<file path="config.mk">
export PLATFORM = sky130hd
export DESIGN_NAME = ctrl_seq
export DESIGN_NICKNAME = d
export VERILOG_FILES = /design/src/rtl/ctrl_pkg.sv /design/src/rtl/ctrl_rom.sv /design/src/rtl/ctrl_seq.sv
export SDC_FILE = /design/constraint.sdc
export NUM_CORES = 1
export LEC_CHECK = 0
export BUFFER_PORTS_ARGS = -buffer_cell sky130_fd_sc_hd__buf_4
export CAP_MARGIN = 15
export CORE_MARGIN = 2
export CORE_UTILIZATION = 35
export CTS_CLUSTER_DIAMETER = 40
export DETAILED_ROUTE_END_ITERATION = 10
export PLACE_DENSITY = 0.67
export SETUP_SLACK_MARGIN = 0.05
export SLEW_MARGIN = 20
export SYNTH_ARGS = -nofsm -noshare
export SYNTH_HDL_FRONTEND = slang
export SYNTH_SLANG_ARGS = --single-unit
</file>
<file path="constraint.sdc">
create_clock -name CLK -period 1.8 [get_ports CLK]
set_input_delay 0.36 -clock CLK [delete_from_list [all_inputs] [get_ports CLK]]
set_output_delay 0.36 -clock CLK [all_outputs]
set_load 0.05 [all_outputs]
</file>
<file path="src/rtl/ctrl_pkg.sv">
// Shared definitions for the microcode sequencer: control bits, opcodes, state encoding.
// Latency: n/a (constants, types and a pure function only).
// Backpressure: n/a.
// Ports: none. Imported by ctrl_rom and ctrl_seq.
package ctrl_pkg;

  // Base control word: bit positions of the datapath strobes.
  localparam int CW_BASE_W = 16;
  typedef logic [CW_BASE_W-1:0] cw_t;

  localparam cw_t CB_HLT       = 16'h8000;  // halt the clock
  localparam cw_t CB_AI        = 16'h4000;  // A register in
  localparam cw_t CB_AO        = 16'h2000;  // A register out
  localparam cw_t CB_BI        = 16'h1000;  // B register in
  localparam cw_t CB_MI        = 16'h0800;  // memory address in
  localparam cw_t CB_RR        = 16'h0400;  // RAM read
  localparam cw_t CB_RW        = 16'h0200;  // RAM write
  localparam cw_t CB_II        = 16'h0100;  // instruction register in
  localparam cw_t CB_IO        = 16'h0080;  // instruction register (operand) out
  localparam cw_t CB_CI        = 16'h0040;  // program counter load
  localparam cw_t CB_CO        = 16'h0020;  // program counter out
  localparam cw_t CB_CE        = 16'h0010;  // program counter increment
  localparam cw_t CB_ALUOPTION = 16'h0008;  // ALU subtract select
  localparam cw_t CB_ALUO      = 16'h0004;  // ALU result out
  localparam cw_t CB_DI        = 16'h0002;  // display in
  localparam cw_t CB_FL        = 16'h0001;  // flags register in

  // Fetch microcode, shared by every instruction.
  localparam cw_t CW_FETCH0 = CB_CO | CB_MI;
  localparam cw_t CW_FETCH1 = CB_RR | CB_II | CB_CE;

  // Opcodes (low four bits of the latched opcode).
  localparam logic [3:0] OP_NOP      = 4'h0;
  localparam logic [3:0] OP_LDA      = 4'h1;
  localparam logic [3:0] OP_LDB      = 4'h2;
  localparam logic [3:0] OP_PLUSTOA  = 4'h3;
  localparam logic [3:0] OP_PLUSTOB  = 4'h4;
  localparam logic [3:0] OP_SUBTOA   = 4'h5;
  localparam logic [3:0] OP_SUBTOB   = 4'h6;
  localparam logic [3:0] OP_ATORAM   = 4'h7;
  localparam logic [3:0] OP_JUMP     = 4'h8;
  localparam logic [3:0] OP_ATODIS   = 4'h9;
  localparam logic [3:0] OP_POWEROFF = 4'hA;
  localparam logic [3:0] OP_JC       = 4'hB;
  localparam logic [3:0] OP_JZ       = 4'hC;

  // Instruction length bounds: two fetch steps plus at most two exec steps.
  localparam int FETCH_LEN     = 2;
  localparam int MAX_EXEC_LEN  = 2;
  localparam int MAX_INSTR_LEN = FETCH_LEN + MAX_EXEC_LEN;

  // Number of exec steps for an opcode. Anything not listed (NOP, undecoded,
  // conditional jumps) is a single step.
  function automatic int unsigned exec_len(input logic [3:0] op);
    case (op)
      OP_LDA, OP_LDB, OP_ATORAM: exec_len = 2;
      default:                   exec_len = 1;
    endcase
  endfunction

  // Sequencer state; names the word currently presented on ctrl_wrd.
  typedef enum logic [2:0] {
    ST_BOOT   = 3'd0,
    ST_FETCH0 = 3'd1,
    ST_FETCH1 = 3'd2,
    ST_EXEC   = 3'd3,
    ST_HALT   = 3'd4
  } state_t;

endpackage

</file>
<file path="src/rtl/ctrl_rom.sv">
// Exec microcode table: (opcode, exec index, flags) -> (control word, last-step flag).
// Latency: purely combinational, zero cycles.
// Backpressure: none; the caller decides when a looked-up word is consumed.
// Ports: opcode (OP_W), idx (exec step index, STEP_W), flag_c/flag_z -> word (16b), last.
// Config: `CTRL_SEQ_COND_JUMP_EN adds JC/JZ; otherwise they decode as NOP and flags are ignored.
module ctrl_rom
  import ctrl_pkg::*;
#(
  parameter int OP_W   = 4,
  parameter int STEP_W = 3
) (
  input  logic [OP_W-1:0]   opcode,
  input  logic [STEP_W-1:0] idx,
  input  logic              flag_c,
  input  logic              flag_z,
  output cw_t               word,
  output logic              last
);

  logic [3:0]  op;
  int unsigned len;

  always_comb begin
    // Any set bit above the 4-bit table makes the opcode undecoded -> NOP.
    op   = ((opcode >> 4) == '0) ? opcode[3:0] : OP_NOP;
    len  = exec_len(op);
    last = (idx == STEP_W'(len - 1));
    word = '0;
    case (op)
      OP_LDA:      word = (idx == '0) ? (CB_IO | CB_MI) : (CB_RR | CB_AI);
      OP_LDB:      word = (idx == '0) ? (CB_IO | CB_MI) : (CB_RR | CB_BI);
      OP_PLUSTOA:  word = CB_ALUO | CB_AI | CB_FL;
      OP_PLUSTOB:  word = CB_ALUO | CB_BI | CB_FL;
      OP_SUBTOA:   word = CB_ALUOPTION | CB_ALUO | CB_AI | CB_FL;
      OP_SUBTOB:   word = CB_ALUOPTION | CB_ALUO | CB_BI | CB_FL;
      OP_ATORAM:   word = (idx == '0) ? (CB_IO | CB_MI) : (CB_AO | CB_RW);
      OP_JUMP:     word = CB_IO | CB_CI;
      OP_ATODIS:   word = CB_AO | CB_DI;
      OP_POWEROFF: word = CB_HLT;
`ifdef CTRL_SEQ_COND_JUMP_EN
      OP_JC:       word = flag_c ? (CB_IO | CB_CI) : '0;
      OP_JZ:       word = flag_z ? (CB_IO | CB_CI) : '0;
`endif
      default:     word = '0;
    endcase
  end

`ifndef CTRL_SEQ_COND_JUMP_EN
  // Flags only matter to the conditional jumps.
  logic unused_flags;
  assign unused_flags = flag_c ^ flag_z;
`endif

endmodule

</file>
<file path="src/rtl/ctrl_seq.sv">
// Microcode sequencer: 2-step fetch then a per-opcode exec phase, driving the datapath control word.
// Latency: every output is registered; one control word per run=1 cycle, no dead cycle between instructions.
// Backpressure: run=0 stalls (word forced to 0, position held); HALT is sticky until RST.
// Ports: CLK, RST (sync, active-high), command (OP_W), run, flag_c, flag_z ->
//        ctrl_wrd (CW_W), step (STEP_W), instr_done, halted.
// Config: `CTRL_SEQ_COND_JUMP_EN enables JC (1011) / JZ (1100); flags sampled when the opcode is latched.
module ctrl_seq
  import ctrl_pkg::*;
#(
  parameter int OP_W   = 4,
  parameter int CW_W   = 16,
  parameter int STEP_W = 3
) (
  input  logic              CLK,
  input  logic              RST,
  input  logic [OP_W-1:0]   command,
  input  logic              run,
  input  logic              flag_c,
  input  logic              flag_z,
  output logic [CW_W-1:0]   ctrl_wrd,
  output logic [STEP_W-1:0] step,
  output logic              instr_done,
  output logic              halted
);

  // Elaboration-time guards on the parameter set.
  if (OP_W < 4) begin : g_chk_op_w
    $error("ctrl_seq: OP_W must be at least 4");
  end
  if (CW_W < CW_BASE_W) begin : g_chk_cw_w
    $error("ctrl_seq: CW_W must be at least 16");
  end
  if (MAX_INSTR_LEN > (1 << STEP_W)) begin : g_chk_step_w
    $error("ctrl_seq: STEP_W too small for the longest instruction");
  end

  state_t            state;
  logic [OP_W-1:0]   opcode_q;
  logic              flag_c_q;
  logic              flag_z_q;
  // Remembers that the emitted word was the final exec step; unlike
  // instr_done it survives a stall so the resume edge goes to fetch.
  logic              last_q;

  logic [OP_W-1:0]   rom_op;
  logic [STEP_W-1:0] rom_idx;
  logic              rom_fc;
  logic              rom_fz;
  cw_t               rom_word;
  logic              rom_last;
  logic              rom_hlt;

  // On the FETCH1 edge the ROM looks at the live opcode/flags (the ones being
  // latched); during EXEC it looks up the next step of the latched opcode.
  // Exec index of the next word is step - FETCH_LEN + 1.
  always_comb begin
    if (state == ST_FETCH1) begin
      rom_op  = command;
      rom_idx = '0;
      rom_fc  = flag_c;
      rom_fz  = flag_z;
    end else begin
      rom_op  = opcode_q;
      rom_idx = step - STEP_W'(FETCH_LEN - 1);
      rom_fc  = flag_c_q;
      rom_fz  = flag_z_q;
    end
  end

  ctrl_rom #(
    .OP_W   (OP_W),
    .STEP_W (STEP_W)
  ) u_rom (
    .opcode (rom_op),
    .idx    (rom_idx),
    .flag_c (rom_fc),
    .flag_z (rom_fz),
    .word   (rom_word),
    .last   (rom_last)
  );

  assign rom_hlt = (rom_word & CB_HLT) != '0;

  always_ff @(posedge CLK) begin
    if (RST) begin
      state      <= ST_BOOT;
      ctrl_wrd   <= '0;
      step       <= '0;
      instr_done <= 1'b0;
      halted     <= 1'b0;
      opcode_q   <= '0;
      flag_c_q   <= 1'b0;
      flag_z_q   <= 1'b0;
      last_q     <= 1'b0;
    end else if (state == ST_HALT) begin
      // Sticky: everything holds until reset.
    end else if (!run) begin
      // Stall: blank the word, keep position so the next run edge resumes.
      ctrl_wrd   <= '0;
      instr_done <= 1'b0;
    end else begin
      case (state)
        ST_BOOT: begin
          state      <= ST_FETCH0;
          ctrl_wrd   <= CW_W'(CW_FETCH0);
          step       <= '0;
          instr_done <= 1'b0;
          last_q     <= 1'b0;
        end
        ST_FETCH0: begin
          state      <= ST_FETCH1;
          ctrl_wrd   <= CW_W'(CW_FETCH1);
          step       <= STEP_W'(1);
          instr_done <= 1'b0;
          last_q     <= 1'b0;
        end
        ST_FETCH1, ST_EXEC: begin
          if (state == ST_EXEC && last_q) begin
            // Instruction finished: go straight into the next fetch.
            state      <= ST_FETCH0;
            ctrl_wrd   <= CW_W'(CW_FETCH0);
            step       <= '0;
            instr_done <= 1'b0;
            last_q     <= 1'b0;
          end else begin
            if (state == ST_FETCH1) begin
              opcode_q <= command;
              flag_c_q <= flag_c;
              flag_z_q <= flag_z;
              step     <= STEP_W'(FETCH_LEN);
            end else begin
              step     <= step + STEP_W'(1);
            end
            ctrl_wrd   <= CW_W'(rom_word);
            instr_done <= rom_last;
            last_q     <= rom_last;
            halted     <= rom_hlt;
            state      <= rom_hlt ? ST_HALT : ST_EXEC;
          end
        end
        default: begin
          state <= ST_BOOT;
        end
      endcase
    end
  end

endmodule

</file>
; After elaboration in Yosys (flattened, before gate mapping)
; Index checks and enable logic that the tools add are counted.
[totals]
ff_bits = 29
latch_bits = 0
ram_bits = 0
mem_bits_ro = 0
inputBits = 9
memories = 0
[op_classes]
add_sub_neg = 3
n_mul = 0
n_div = 0
magnitude_cmp = 0
n_eq_ne = 17
n_shift = 0
mux = 19
n_bitwise = 2
reduce_logical = 14
[ops]
columns = operator, n
row1 = 16-bit one-hot mux with 10 select lines, 1
row2 = 16-bit one-hot mux with 3 select lines, 1
row3 = 16-bit 2-to-1 mux, 2
row4 = 3-bit one-hot mux with 3 select lines, 2
row5 = "4-bit by 3-bit equality test with 1-bit output, second input constant", 4
row6 = 15-bit 2-to-1 mux, 1
row7 = 3-bit 2-to-1 mux, 5
row8 = 14-bit 2-to-1 mux, 1
row9 = 13-bit 2-to-1 mux, 1
row10 = "4-bit equality test, second input constant", 3
row11 = "4-bit by 2-bit equality test with 1-bit output, second input constant", 2
row12 = "3-bit by 2-bit equality test with 1-bit output, second input constant", 2
row13 = 3-bit zero test, 2
row14 = 2-bit AND reduction, 3
row15 = 3-bit AND reduction, 2
row16 = "3-bit by 1-bit subtractor with 3-bit output, second input constant", 2
row17 = "4-bit by 1-bit equality test with 1-bit output, second input constant", 1
row18 = 4-bit 2-to-1 mux, 1
row19 = "4-bit by 1-bit != test with 1-bit output, second input constant", 1
row20 = 4-bit AND reduction, 1
row21 = 2-bit OR reduction, 2
row22 = "3-bit by 1-bit adder with 3-bit output, second input constant", 1
row23 = "3-bit by 1-bit equality test with 1-bit output, second input constant", 1
row24 = 3-bit equality test, 1
row25 = 10 further kinds, 12

; Longest topological paths before layout
; Gate-level depths: netlist of the first run.
[logic_depth]
ltp_word = 10
mapped_depth = 6

; Modules after synthesis
; Synthesis of the first run repeated with hierarchy kept, for this count alone.
[unflattened]
hier_cells = 201
area_unflattened_um2 = 1710.4
[modules_own_cells]
columns = module, n_inst, cells_per_inst, area_per_inst_um2, seq_area_each_um2
row1 = ctrl_seq, 1, 160, 1440.1, 620.6
row2 = ctrl_rom, 1, 41, 270.3, 0.0

; Least setup slack after synthesis of the first run
; Ideal clock, no wire load.
[synth_path]
path_kind = reg2reg
start = register step[0]
end = register ctrl_wrd[12]
setup_time_ps = 117
arrival_time_ps = 2011
t_required_ps = 1683
slack_ps = -328
path_stages_with_launch = 7
n_path_buf = 0
cell_sequence = dfxtp_1 inv_1 ha_1 xor2_1 or2_2 a211o_1 a32o_1
[synth_between]
elab_chain_cells = 8
[synth_rtl]
columns = item, line
row1 = "start, declared", ctrl_seq.sv:21  ; output logic [STEP_W-1:0] step,
row2 = "start signal, assigned", ctrl_seq.sv:130  ; step <= STEP_W'(FETCH_LEN);
row3 = "start signal, assigned", ctrl_seq.sv:132  ; step <= step + STEP_W'(1);
row4 = 3-bit by 1-bit subtractor with 3-bit output, ctrl_seq.sv:64  ; rom_idx = step - STEP_W'(FETCH_LEN - 1);
row5 = 3-bit 2-to-1 mux, ctrl_seq.sv:57  ; if (state == ST_FETCH1) begin
row6 = 3-bit zero test, ctrl_rom.sv:31  ; OP_LDB: word = (idx == '0) ? (CB_IO | CB_MI) : (CB_RR | CB_BI);
row7 = 13-bit 2-to-1 mux, ctrl_rom.sv:31
row8 = 16-bit one-hot mux with 10 select lines, ctrl_rom.sv:29  ; case (op)
row9 = 16-bit 2-to-1 mux, ctrl_seq.sv:118  ; if (state == ST_EXEC && last_q) begin
row10 = 16-bit one-hot mux with 3 select lines, ctrl_seq.sv:102  ; case (state)
row11 = 16-bit 2-to-1 mux, ctrl_seq.sv:97  ; end else if (!run) begin
row12 = "end signal, assigned", ctrl_seq.sv:105  ; ctrl_wrd <= CW_W'(CW_FETCH0);
row13 = "end signal, assigned", ctrl_seq.sv:112  ; ctrl_wrd <= CW_W'(CW_FETCH1);
row14 = "end signal, assigned", ctrl_seq.sv:121  ; ctrl_wrd <= CW_W'(CW_FETCH0);
row15 = "end, declared", ctrl_seq.sv:20  ; output logic [CW_W-1:0] ctrl_wrd,
; No other way between the ends.
; A chain may end at the register's enable or synchronous reset.

; Worst setup path in the final report of the first run
[layout_path]
start = register step[1]
end = register ctrl_wrd[12]
; Same word-level chain as after synthesis.

==> reports/summary.txt, run 1 <==
Netlist cell types -> 57
DP Wirelength -> 3.01 mm
Critical path's slowest cell -> dfxtp_4
Vias in the first global route -> 1417
Die Wd -> 73.6 um
Yosys reg bits -> 27
Pwr Total -> 1.27 mW
Area of the multi-input gates -> 1050 um2
Critical path endpoint category -> flip-flop
Vias -> 1559
CTS Buf Count -> 3
Most common cell after layout, fill and taps aside -> buf_4
I/O pins -> 30
Initial DRC Count -> 87
Nets -> 248
Seq/Total Area, Yosys -> 31.9%
Hold Crit Start -> command[1]
RSZ-0062 raised after global routing -> false
Rel. slew slack -> 68.7%
Main combinational cell family by area after synthesis -> simple AND/OR/NAND/NOR gates
DRC Markers -> 0
Synth Area in XOR/XNOR -> 3.10%
Post-route cell area -> 2090 um2
Final hold vios -> 0
# port buffers -> 27
Mean routed wirelength per cell -> 13.9 um
Synth Flop Type -> dfxtp_1
DR vias/cell -> 5.38
Slew Limit Fails -> 0
Tcrit/Tclk final -> 92.4%
Clock slew at reported path FFs -> 0.10 ns
Worst Tran Pin Value -> 0.470 ns
Seq. cell area -> 551 um2
Diode count -> 0
Mux share of post-synthesis cell area -> 3.25%
Root Buffer -> clkbuf_8
Min Clock Period, post-route -> 1.66 ns
Critical path class -> flip-flop to flip-flop
DP Area -> 2030 um2
Slowest cell delay on critical path -> 0.37 ns
Max Cap Viol -> 0
# H-tree levels -> 1
Synth Area in Compound Gates -> 21.0%
Overall Global Routing Usage -> 15.4%
Reg2reg start -> step[1]
Final setup fails -> 0
Crit path arrival time -> 1.84 ns
Gr ovfl total -> 0
Share of cells above drive strength 1 -> 33.5%
Post-route setup TNS -> 0 ns
CP required -> 1.98 ns
Maximum VDD drop -> 0.299 mV
Syn nets -> 214
Most frequent cells in the layout -> buf_4 (48), nand2_1 (23), a21oi_1 (23), dfxtp_1 (23), nor2_1 (10)
Cts-stage hold buffer count -> 0
P per Cell Area -> 606 nW/um2
Core footprint -> 4690 um2
Number of synthesized flops with an enable pin -> 0
Mapped Cells -> 203
Initial DRT Pass Iterations -> 4
Initial Util -> 36.1%
Area Growth Syn to Fin -> 23.3%
Outcome -> finished, final reports clean
Hold slack -> 0.388 ns
Fmax -> 0.601 GHz
Rows -> 25
Crit. Startpoint -> step[1]
Crit Path Max Fanout -> 4
Clk sink count -> 27
Maximum buffer depth of the clock tree -> 2
Worst hold path class -> input port to flip-flop
Die Span Y -> 73.6 um
Adder-Cell Fraction of Synth Area -> 1.48%
Final Util -> 44.5%
Die area -> 5410 um2
Synth Warn # -> 0
Initial antenna violation count -> 0
Crit path launch type -> flip-flop
Synth Area in Simple Gates -> 31.2%
Post-DRT Antenna Nets -> 0
Pin count of the biggest net entering global routing -> 29
TritonCTS clock tree -> done
# fillers -> 473
Routed wire length -> 4.05 mm
Static Leak -> 0.810 nW
Synth Area per Inst -> 8.35 um2
Worst Skew -> 0.00362 ns
Worst-Skew Late Latency -> 0.27 ns
Async SR Flop Fraction -> 0%
Global-route wire length before repair -> 6.52 mm
CP Cell Sequence -> inv_1 -> ha_4 -> nand2_2 -> or2_4 -> a211o_1 -> a32o_1
Synth Cell Area -> 1690 um2
GP Congestion -> 0.845
[sequential cells by signal, indices dropped and copies added, names as in the netlist]
signal / count
ctrl_wrd: 14
opcode_q: 4
last_q: 1
step: 3
instr_done: 1
state: 3
halted: 1
[report_power, final]
group,internal (mW),switching [mW]
clock network,0.159,0.198
registers,0.611,0.0186
logic,0.124,0.155
total,0.894,0.371
[final cells by class]
type / instances / area share, %
multi-input cells: 154 / 50.3
flip-flops and latches: 27 / 26.4
repair buffers: 48 / 17.3
well taps: 54 / 3.24
clock buffers: 3 / 1.98
inverters: 3 / 0.539
clock inverters: 1 / 0.300
[final timing paths]
path | endpoint | slack (ns) | cells past startpoint
hold reg to reg | ctrl_wrd[3] | 0.46 | 2
setup / recovery | ctrl_wrd[12] | 0.14 | 6
hold / removal | opcode_q[1] | 0.39 | 3
setup reg to reg | ctrl_wrd[12] | 0.14 | 6
[per-layer routing]
metal  global-route usage (%)  wire length (um)  up-vias
met5                        0                 0        -
met2                     25.3              1900       30
met1                     20.5              1960      727
li1                         -                 -      796
met4                     5.66                57        0
met3                     2.19               132        6
[synth_stat cells, types with 2 or more instances]
master	n	area [um2]
nor2_1	10	37.5
a21oi_1	23	115
nand2b_1	4	25.0
a32oi_1	2	17.5
nor2b_1	5	31.3
nor3b_2	2	25.0
buf_4	2	15.0
or3b_4	2	22.5
nor4b_1	4	35.0
buf_2	4	20.0
or3b_2	2	17.5
nor4bb_1	2	20.0
or3_1	3	18.8
nor3b_1	3	22.5
a22oi_1	2	15.0
o21ai_1	2	10.0
nor3_1	5	25.0
dfxtp_1	27	541
nand3b_1	3	22.5
or2_2	2	12.5
xnor2_1	5	43.8
mux2i_1	4	40.0
ha_1	2	25.0
o21ai_0	5	25.0
nand2_1	24	90.1
nand4b_1	3	26.3
and4bb_2	2	25.0
a31oi_1	2	12.5
clkbuf_1	7	26.3
buf_6	4	45.0
nand3_1	7	35.0
inv_1	3	11.3
a221oi_1	2	17.5
[metrics by stage]
stage / setup WS (ns) / cells
6_report: 0.137 / 290
5_1_grt: 0.0664 / 290
4_1_cts: 0.0955 / 290
3_5_place_dp: 0.0622 / 286
3_3_place_gp: 0.0939 / 286
2_1_floorplan: 0.0618 / 203
[cells by family after synthesis]
family	after synthesis
XOR/XNOR	6
flip-flops	27
buffers and inverters	22
multiplexers	5
AO/OA/AOI/OAI	53
AND/OR/NAND/NOR	88
adder cells (fa/ha/maj)	2
[critical path: cells and delay by family, from the launching register on]
| family | cells | cell delay [ns] |
|---|---|---|
| buf+inv | 1 | 0.06 |
| flops | 1 | 0.37 |
| compound gates | 2 | 0.53 |
| simple gates | 2 | 0.34 |
| fa+ha+maj | 1 | 0.27 |
[timing repair]
action,4_1_cts,5_1_grt
setup buffers,0,0
setup endpoints to repair,1,5
pin swaps,0,0
gates resized for setup,1,4
Power figures use the tool's default switching activity.
==> inputs of run 2 (changes only) <==
--- a/config.mk
+++ b/config.mk
@@ -16,4 +16,5 @@
 export SLEW_MARGIN = 20
 export SYNTH_ARGS = -nofsm -noshare
 export SYNTH_HDL_FRONTEND = slang
+export SYNTH_HIERARCHICAL = 1
 export SYNTH_SLANG_ARGS = --single-unit
==> run 2 against run 1 <==
Effect of this change: the run now ends with setup timing left; clock skew decreased by 0.0013 ns; clock-buffer cell count rose by 3; critical path depth rose by 2; synthesized area fell by 4.4%; register-to-register slack got worse by 0.32 ns; non-clock buffer count up 4; flip-flop and latch count is 2 higher; synthesized cell count fell by 4.9%; final cell count fell by 1.4%; setup slack lost 0.32 ns; highest routed layer unchanged; maximum frequency down 16%.
==> reports/summary.txt, run 2 <==
Outcome -> finished, violations left
Failing checks -> setup timing
Critical path endpoint category -> flip-flop
Initial DRT Pass Iterations -> 4
Area Growth Syn to Fin -> 39.0%
Worst Tran Pin Value -> 0.513 ns
Worst hold path class -> input port to flip-flop
Root Buffer -> clkbuf_8
RSZ-0062 raised after global routing -> true
Global routing met3 resource utilization -> 5.00%
GRT Max-Usage Layer -> met2
Crit Path Max Fanout -> 5
TritonCTS clock tree -> done
# H-tree levels -> 2
Critical path class -> flip-flop to flip-flop
Core footprint -> 4410 um2
Final Util -> 51.0%
Gr ovfl total -> 0
Max FFs per register -> 16
Initial antenna violation count -> 0
Hold Crit Start -> command[1]
Nets -> 244
CTS Buf Count -> 5
P per Cell Area -> 715 nW/um2
Max Cap Viol -> 0
Grt met1 use -> 19.8%
Synth Area per Inst -> 8.40 um2
Rows -> 24
Maximum VDD drop -> 0.232 mV
Mean routed wirelength per cell -> 14.0 um
Most common cell after layout, fill and taps aside -> buf_4
DP Wirelength -> 2.65 mm
Crit path launch type -> flip-flop
Worst slack at placement -> -0.219 ns
DR vias/cell -> 5.37
Slew Limit Fails -> 0
Synth Cell Area -> 1620 um2
Worst-Skew Late Latency -> 0.28 ns
Global-route wire length before repair -> 6.54 mm
CP required -> 2.01 ns
Pin count of the biggest net entering global routing -> 33
Initial DRC Count -> 139
Worst Skew -> 0.00233 ns
Overall Global Routing Usage -> 16.1%
# fillers -> 397
Reg with most FFs -> ctrl_wrd
Mapped Cells -> 193
Min-Delay Endpoint -> opcode_q[1]
Reg2reg start -> state[2]
R2R depth -> 8
Die area -> 5190 um2
Reg2reg end -> state[2]
R2r setup slk -> -0.18 ns
Diode count -> 0
Final hold vios -> 0
Clk sink count -> 29
Die Span Y -> 72.0 um
Final setup fails -> 14
Fmax -> 0.504 GHz
Routed wire length -> 4.01 mm
Synth Warn # -> 6
DRC Markers -> 0
Most frequent cells in the layout -> buf_4 (48), dfxtp_1 (25), a21oi_1 (16), nand3_1 (13)
Vias in the first global route -> 1393
Post-route setup TNS -> -1.72 ns
Regs by FF count -> ctrl_wrd (16), opcode_q (4)
Initial Util -> 36.7%
Final WS setup -> -0.184 ns
Clock slew at reported path FFs -> 0.06 ns
Share of cells above drive strength 1 -> 38.9%
Vias -> 1535
Static Leak -> 0.839 nW
GP Congestion -> 0.842
Die Wd -> 72.0 um
GR Layer Usage met2 -> 26.1%
WHS Path Cells -> 3
Post-DRT Antenna Nets -> 0
Tcrit/Tclk final -> 110%
Rel. slew slack -> 65.7%
I/O pins -> 30
# port buffers -> 27
Maximum buffer depth of the clock tree -> 2
Min Clock Period, post-route -> 1.98 ns
Crit path arrival time -> 2.20 ns
[run 2: area by class of cell]
| cell class | instances | area (um2) | area share [%] |
|---|---|---|---|
| repair buffers | 52 | 427 | 18.9 |
| flip-flops and latches | 29 | 591 | 26.2 |
| well taps | 52 | 65.1 | 2.89 |
| inverters | 4 | 15.0 | 0.667 |
| clock buffers | 6 | 72.6 | 3.22 |
| clock inverters | 2 | 10.0 | 0.444 |
| multi-input cells | 141 | 1070 | 47.6 |
[run 2: how the worst max path moves through the flow]
stage / start / endpoint / slack (ns) / cells past startpoint
detailed placement: state[2] / ctrl_wrd[7] / -0.22 / 9
global placement: state[2] / instr_done / -0.16 / 8
floorplan: state[2] / instr_done / -0.14 / 9
finish: state[2] / state[2] / -0.18 / 8
CTS: state[2] / last_q / -0.15 / 8
global route: state[2] / instr_done / -0.31 / 8
[run 2: metal layers]
layer  vias up  share of wire, %
met5         -                 0
met4         0               2.1
met3        10               5.0
met2        45                50
met1       711                43
li1        769                 -
[run 2: worst max-delay path: stages (launching register included)]
cell and delay [ns]:
dfxtp_2 0.32, nand2b_4 0.14, nor2_4 0.19, mux2_4 0.37, nand2b_4 0.17, buf_4 0.14, nor3b_4 0.19, nand4_1 0.19
a21oi_1 0.19
[run 2: what timing repair did]
item / CTS / global route
resized for setup: 13 / 11
hold buffers: 0 / 0
buffers inserted: 2 / 6
pin swaps: 11 / 11
endpoints found under the setup margin: 19 / 19
[run 2: per-stage QoR]
| step | hold WS [ns] | area (um2) | instances | total power, mW |
|---|---|---|---|---|
| 6_report | 0.323 | 2250 | 286 | 1.61 |
| 5_1_grt | 0.331 | 2250 | 286 | 1.68 |
| 4_1_cts | 0.319 | 2160 | 280 | 1.58 |
| 3_5_place_dp | 0.475 | 1980 | 270 | 1.02 |
| 3_3_place_gp | 0.469 | 1980 | 270 | 1.02 |
| 2_1_floorplan | 0.461 | 1710 | 195 | 0.936 |
[run 2: where the power goes]
part / switching (mW) / internal [mW] / total (mW)
Sequential: 0.0123 / 0.658 / 0.671
Clock: 0.252 / 0.267 / 0.519
Combinational: 0.231 / 0.189 / 0.420
==> inputs of run 3 (changes only) <==
--- a/config.mk
+++ b/config.mk
@@ -11,7 +11,8 @@
 export CORE_UTILIZATION = 35
 export CTS_CLUSTER_DIAMETER = 40
 export DETAILED_ROUTE_END_ITERATION = 10
-export PLACE_DENSITY = 0.67
+export HOLD_SLACK_MARGIN = 0.03
+export PLACE_DENSITY = 0.65
 export SETUP_SLACK_MARGIN = 0.05
 export SLEW_MARGIN = 20
 export SYNTH_ARGS = -nofsm -noshare
==> constraint.sdc (replaced) <==
create_clock -name CLK -period 2.42 [get_ports CLK]
set_input_delay 0.484 -clock CLK [delete_from_list [all_inputs] [get_ports CLK]]
set_output_delay 0.484 -clock CLK [all_outputs]
set_load 0.05 [all_outputs]
==> run 3 against run 2 <==
Effect of this change: the flow now finishes without violations; clock power shrank 27%; die area is the same; total power shrank 31%; largest cell class unchanged; largest power group unchanged; routed wire length shrank 6.4%; core utilization shrank 6.8 points; first-iteration DRC count shrank 22%; clock-buffer cell count grew 2; cell area shrank 13%; sequential share of layout area grew 3.5 points; global-route usage shrank 1.4 points.
==> reports/summary.txt, run 3 (synthesis results as in run 2) <==
Die Span Y -> 72.0 um
# H-tree levels -> 2
GR Layer Usage met2 -> 24.4%
Final WS setup -> 0.217 ns
Reg2reg start -> state[2]
Max FFs per register -> 16
# port buffers -> 27
Reg with most FFs -> ctrl_wrd
Worst slack at placement -> 0.162 ns
Worst hold path class -> input port to flip-flop
GRT Max-Usage Layer -> met2
Worst-Skew Late Latency -> 0.28 ns
Crit path arrival time -> 2.42 ns
Most common cell after layout, fill and taps aside -> buf_4
Grt met1 use -> 18.1%
Core footprint -> 4410 um2
Tcrit/Tclk final -> 91.0%
Pin count of the biggest net entering global routing -> 33
CTS Buf Count -> 5
WHS Path Cells -> 3
Regs by FF count -> ctrl_wrd (16), opcode_q (4)
Hold Crit Start -> command[0]
Post-route setup TNS -> 0 ns
Die Wd -> 72.0 um
Routed wire length -> 3.76 mm
Diode count -> 0
R2R depth -> 8
Final setup fails -> 0
DP Wirelength -> 2.47 mm
Die area -> 5190 um2
Worst Skew -> 0.00362 ns
Slew Limit Fails -> 0
Clk sink count -> 29
Gr ovfl total -> 0
Area Growth Syn to Fin -> 20.4%
Overall Global Routing Usage -> 14.7%
Rel. slew slack -> 64.1%
Initial antenna violation count -> 0
Nets -> 226
Crit Path Max Fanout -> 10
Crit path launch type -> flip-flop
Static Leak -> 0.712 nW
Critical path class -> flip-flop to flip-flop
Fmax -> 0.454 GHz
Maximum VDD drop -> 0.311 mV
# fillers -> 458
Clock slew at reported path FFs -> 0.06 ns
Worst Tran Pin Value -> 0.537 ns
TritonCTS clock tree -> done
RSZ-0062 raised after global routing -> true
Min-Delay Endpoint -> opcode_q[0]
Vias in the first global route -> 1341
R2r setup slk -> 0.22 ns
DR vias/cell -> 5.46
Critical path endpoint category -> flip-flop
Share of cells above drive strength 1 -> 23.6%
Root Buffer -> clkbuf_8
Global routing met3 resource utilization -> 5.00%
Initial DRT Pass Iterations -> 4
Vias -> 1464
Post-DRT Antenna Nets -> 0
Global-route wire length before repair -> 6.03 mm
Final hold vios -> 0
GP Congestion -> 0.847
DRC Markers -> 0
Maximum buffer depth of the clock tree -> 2
Min Clock Period, post-route -> 2.20 ns
CP required -> 2.64 ns
Cts-stage hold buffer count -> 0
I/O pins -> 30
Rows -> 24
Mean routed wirelength per cell -> 14.0 um
Outcome -> finished, final reports clean
Initial DRC Count -> 109
Max Cap Viol -> 0
Initial Util -> 36.7%
P per Cell Area -> 566 nW/um2
Most frequent cells in the layout -> buf_4 (34), dfxtp_1 (29), a21oi_1 (19), nor2_1 (14), nand3_1 (13)
Reg2reg end -> instr_done
Hold slack -> 0.451 ns
==> run 3: cell type report <==
| class | instances | area, um2 | area share [%] |
|---|---|---|---|
| Sequential cell | 29 | 581 | 29.8 |
| Clock buffer | 8 | 80.1 | 4.11 |
| Inverter | 4 | 15.0 | 0.770 |
| Timing Repair Buffer | 34 | 255 | 13.1 |
| Tap cell | 52 | 65.1 | 3.34 |
| Multi-Input combinational cell | 141 | 955 | 48.9 |
==> run 3: metrics by stage <==
| stage | utilization, % | power [mW] | cell area [um2] | instances |
|---|---|---|---|---|
| 2_1_floorplan | - | 0.675 | 1630 | 195 |
| 3_3_place_gp | 41.1 | 0.714 | 1820 | 258 |
| 3_5_place_dp | 41.1 | 0.717 | 1820 | 258 |
| 4_1_cts | 42.9 | 1.10 | 1900 | 266 |
| 5_1_grt | 44.2 | 1.15 | 1950 | 268 |
| 6_report | 44.2 | 1.10 | 1950 | 268 |
==> run 3: where the power goes <==
part	switching [mW]	internal (mW)
clock	0.177	0.204
sequential	0.00834	0.491
combinational	0.140	0.0844
==> run 3: how the worst max path moves through the flow <==
stage,startpoint,endpoint,slack (ns),depth (start not counted)
6_report,state[2],instr_done,0.22,8
2_1_floorplan,step[0],ctrl_wrd[13],0.18,9
3_3_place_gp,state[2],instr_done,0.16,8
4_1_cts,state[2],instr_done,0.14,8
5_1_grt,state[2],instr_done,0.04,8
3_5_place_dp,state[2],instr_done,0.16,8
==> run 3: worst max-delay path: stages (launching register included) <==
cell and delay (ns):
dfxtp_1 0.31, nand2b_1 0.23, nor2_4 0.25, mux2_4 0.39, nand2b_1 0.23, a31oi_4 0.20, mux2i_1 0.22, nand4_1 0.15
a21oi_1 0.16
==> run 3: routing by layer <==
| layer | wire length, um | part of all wire, % |
|---|---|---|
| met1 | 1730 | 46 |
| met2 | 1770 | 47 |
| met3 | 209 | 5.6 |
| met4 | 42 | 1.1 |
| met5 | 0 | 0 |
==> run 3: repair_timing <==
item | CTS | global route
endpoints found under the setup margin | 0 | 6
buffers inserted | 0 | 2
gates resized for setup | 0 | 8
